File: config.mk
export PLATFORM = sky130hd
export DESIGN_NAME = decade_counter
export DESIGN_NICKNAME = d
export VERILOG_FILES = /design/src/rtl/decade_counter_pkg.sv /design/src/rtl/decade_counter.sv
export SDC_FILE = /design/constraint.sdc
export NUM_CORES = 1
export LEC_CHECK = 0
export BUFFER_PORTS_ARGS = -buffer_cell sky130_fd_sc_hd__clkbuf_2
export CAP_MARGIN = 5
export CORE_AREA = 2 2 39 41
export CTS_BUF_LIST = sky130_fd_sc_hd__clkbuf_8
export CTS_CLUSTER_SIZE = 20
export DETAILED_ROUTE_END_ITERATION = 6
export DIE_AREA = 0 0 41 43
export PLACE_DENSITY = 0.43
export SLEW_MARGIN = 30
export SYNTH_ARGS = -nofsm -noshare
export SYNTH_HDL_FRONTEND = slang
export SYNTH_SLANG_ARGS = --single-unit
File: constraint.sdc
create_clock -name i_clk -period 2.1 [get_ports i_clk]
set_input_delay 0.21 -clock i_clk [delete_from_list [all_inputs] [get_ports i_clk]]
set_output_delay 0.21 -clock i_clk [all_outputs]
set_load 0.02 [all_outputs]
File: src/rtl/decade_counter_pkg.sv
// Shared constants and the BCD step function for the clock display digit chain.
// The minutes/hours digit logic reuses next_digit.
package decade_counter_pkg;

   localparam int unsigned DIGIT_W = 4;
   localparam logic [DIGIT_W-1:0] BCD_MAX = 4'd9;

   // One up/down step of a single BCD digit, wrapping at 0 and BCD_MAX.
   function automatic logic [DIGIT_W-1:0] next_digit(
      input logic [DIGIT_W-1:0] q,
      input logic               inc
   );
      if (inc) begin
         return (q == BCD_MAX) ? '0 : q + 1'b1;
      end
      return (q == '0) ? BCD_MAX : q - 1'b1;
   endfunction

endpackage

File: src/rtl/decade_counter.sv
// Single-digit up/down counter (0..MODULO-1) with saturating parallel load and
// combinational carry/borrow strobes that feed the next digit's i_ena.
module decade_counter
   import decade_counter_pkg::*;
#(
   parameter int MODULO = 10,
   parameter int WIDTH  = 4
) (
   input  logic             i_clk,
   input  logic             i_reset_n,
   input  logic             i_ena,
   input  logic             i_inc,
   input  logic             i_wr,
   input  logic [WIDTH-1:0] i_in,
   output logic             o_roll_high,
   output logic             o_roll_low,
   output logic [WIDTH-1:0] o_q
);

   localparam logic [WIDTH-1:0] MAX_Q = WIDTH'(MODULO - 1);

   logic [WIDTH-1:0] r_q;
   logic [WIDTH-1:0] w_step;
   logic [WIDTH-1:0] w_load;
   logic [WIDTH-1:0] w_next;
   logic             w_at_max;
   logic             w_at_zero;
   logic             w_tick;

   // The shared BCD step only applies to the default decimal digit.
   if (MODULO == 10 && WIDTH == int'(DIGIT_W)) begin : g_bcd
      always_comb begin
         w_step = next_digit(r_q, i_inc);
      end
   end else begin : g_generic
      always_comb begin
         w_step = r_q;
         if (i_inc) begin
            w_step = (r_q == MAX_Q) ? '0 : r_q + 1'b1;
         end else begin
            w_step = (r_q == '0) ? MAX_Q : r_q - 1'b1;
         end
      end
   end

   assign w_load    = (i_in > MAX_Q) ? MAX_Q : i_in;
   assign w_at_max  = (r_q == MAX_Q);
   assign w_at_zero = (r_q == '0);
   assign w_tick    = i_reset_n & ~i_wr & i_ena;

   always_comb begin
      w_next = r_q;
      if (i_wr) begin
         w_next = w_load;
      end else if (i_ena) begin
         w_next = w_step;
      end
   end

   always_ff @(posedge i_clk) begin
      if (!i_reset_n) begin
         r_q <= '0;
      end else begin
         r_q <= w_next;
      end
   end

   assign o_roll_high = w_tick &  i_inc & w_at_max;
   assign o_roll_low  = w_tick & ~i_inc & w_at_zero;
   assign o_q         = r_q;

endmodule

==> flow_summary.yaml <==
clock_network:
  clock_path_buffers: 2
  cts_tree: "built"
  cts_hold_buffers: 0
  cts_sinks: 4
  cts_buffers: 3
  clkTransAtPathRegs_ns: 0.03
  cts_root_buf: "clkbuf_8"
  cts_setup_buffers: 0
  clkLatencyLatePin_ns: 0.22
  cts_resized: 0
  ctsHtreeMaxLevel: 1
pwr:
  leakagePower_nw: 0.1979
  ir_drop_v: 0.0002883
  p_per_area_nw_per_um2: 756.3
  power.total_uw: 325.5
finish:
  largest_register_ff_count: 4
  nNetsFinal: 67
  fillers: 145
  n_antenna_cell: 0
  final_layout_size_suffix_gt1_share_pct: 32.14
  regArea_um2: 80.08
  fin_util_pct: 31.10
  design_area_um2: 430.4
  multi_input_area_um2: 203.9
  final_cell_mix: "clkbuf_2, inv_1, nor2_1, dfxtp_1"
  syn2layout_area_growth_pct: 38.71
  layout_commonest_cell: "clkbuf_2"
worst_setup_path:
  rr_worst_depth: 4
  r2r-end: "o_q[3]"
  cp.required_ns: 1.89
  crit_start: "o_q[2]"
  criticalPathCategory: "flop to output pin"
  endpoint_kind: "output pin"
  timing.rr.start: "o_q[0]"
  crit_path_max_fanout: 7
  endpoint: "o_roll_low"
  startpoint_type: "flop"
  arrival_ns: 1.31
  r2r_setup_slack_ns: 0.71
timing:
  slew_violations: 0
  whs_ns: 0.2438
  setup_tns_ns: 0
  skew_ns: 0.003522
  finalCritPeriodShare_pct: 72.16
  slew_headroom_pct: 78.26
  fin_crit_ns: 1.515
  tightestPinTransition_ns: 0.3219
  rsz0062_at_grt: "no"
  finalHoldViolCount: 0
  setup_violations: 0
  fmax_ghz: 0.6599
synthesis:
  synth.net_count: 49
  synth_edf_count: 0
  yosysWarningCount: 0
  async_reset_ff_share_pct: 0
  synth-seq-cells: 4
  syn_area_per_cell_um2: 7.757
  yosysSeqAreaShare_pct: 25.81
  synth_area_um2: 310.3
  synth_ff_type: "dfxtp_1"
  synthDistinctLibCells: 22
  postSynthCellCount: 40
status:
  outcome: "complete, no violations"
die:
  start_util_pct: 22.42
  num_io_pins: 15
  rows: 14
  core_um2: 1384
  die_w_um: 41
  die_h_um: 43
  die-area_um2: 1763
grt:
  grt_pass1_vias: 324
  antenna_found_initial: 0
  grt_max_degree: 10
  grt_first_pass_wirelength_um: 1338
  overflow: 0
  grtUsageTotal_pct: 12.16
routing:
  wl_per_cell_um: 11.63
  drtIter0Drc: 1
  vias_per_cell: 5.028
  first_pass_iters: 2
  totalWireLength_um: 837
  num_vias: 362
  route.detailed.drc: 0
  antenna_left: 0
placed_design:
  io_buffer_count: 14
  dpl_cell_area_um2: 389.1
  place.gp.congestion: 0.6790
min_path:
  hp-class: "primary input to flop"
job:
  drv_cap: 0
[cells by family after synthesis]
group / synth area share, %
AO/OA/AOI/OAI: 37.90
AND/OR/NAND/NOR: 19.36
buffers and inverters: 8.466
flip-flops: 25.81
XOR/XNOR: 8.469
[cells in the mapped netlist (2+ instances only)]
cell type / number / area (um2)
dfxtp_1: 4 / 80.08
inv_1: 4 / 15.01
nor2_1: 4 / 15.01
a21boi_0: 3 / 22.52
o21ai_0: 3 / 15.01
nand3_1: 2 / 10.01
nand4_1: 2 / 12.51
o211ai_1: 2 / 15.01
o311a_1: 2 / 20.02
xnor2_1: 2 / 17.52
[critical path, stage by stage (launching register included)]
cell      delay, ns
dfxtp_1        0.36
nor2_1         0.20
nand4_1        0.14
nor4_1         0.18
clkbuf_2       0.21
[cell type report]
class | count | share of cell area (%)
Multi-Input combinational cell | 31 | 47.38
Sequential cell | 4 | 18.60
Timing Repair Buffer | 14 | 16.28
Clock buffer | 3 | 9.593
Tap cell | 16 | 4.651
Inverter | 4 | 3.488
[worst min path at each step]
| stage | depth (start not counted) | endpoint | start | slack (ns) |
|---|---|---|---|---|
| 4_1_cts | 2 | o_q[0] | i_in[0] | 0.25 |
| 5_1_grt | 2 | o_q[0] | i_in[0] | 0.26 |
| 2_1_floorplan | 1 | o_q[0] | i_reset_n | 0.34 |
| 6_report | 2 | o_q[0] | i_in[0] | 0.24 |
| 3_3_place_gp | 2 | o_q[0] | i_in[0] | 0.47 |
| 3_5_place_dp | 2 | o_q[0] | i_in[0] | 0.47 |
[per-layer routing]
| layer | track usage (%) | share of wire, % | vias up |
|---|---|---|---|
| met5 | 0 | 0 | - |
| met4 | 14.00 | 4.9 | 0 |
| met3 | 4.712 | 7.5 | 4 |
| met2 | 14.06 | 40 | 14 |
| met1 | 14.84 | 48 | 160 |
| li1 | - | - | 184 |
[power breakdown]
part           leakage [nW]  internal, mW  total, mW  switching (mW)
registers            0.0333        0.0829     0.0954          0.0125
clock network        0.0216         0.122      0.165          0.0428
logic                 0.143        0.0287     0.0648          0.0361
total                 0.198         0.234      0.326          0.0914
[through the flow]
stage	cells	setup WS, ns
2_1_floorplan	40	0.5304
3_3_place_gp	69	0.7409
4_1_cts	72	0.5741
6_report	72	0.5846
5_1_grt	72	0.3845
3_5_place_dp	69	0.7234
Note: power is estimated with default switching activity, not from simulation.
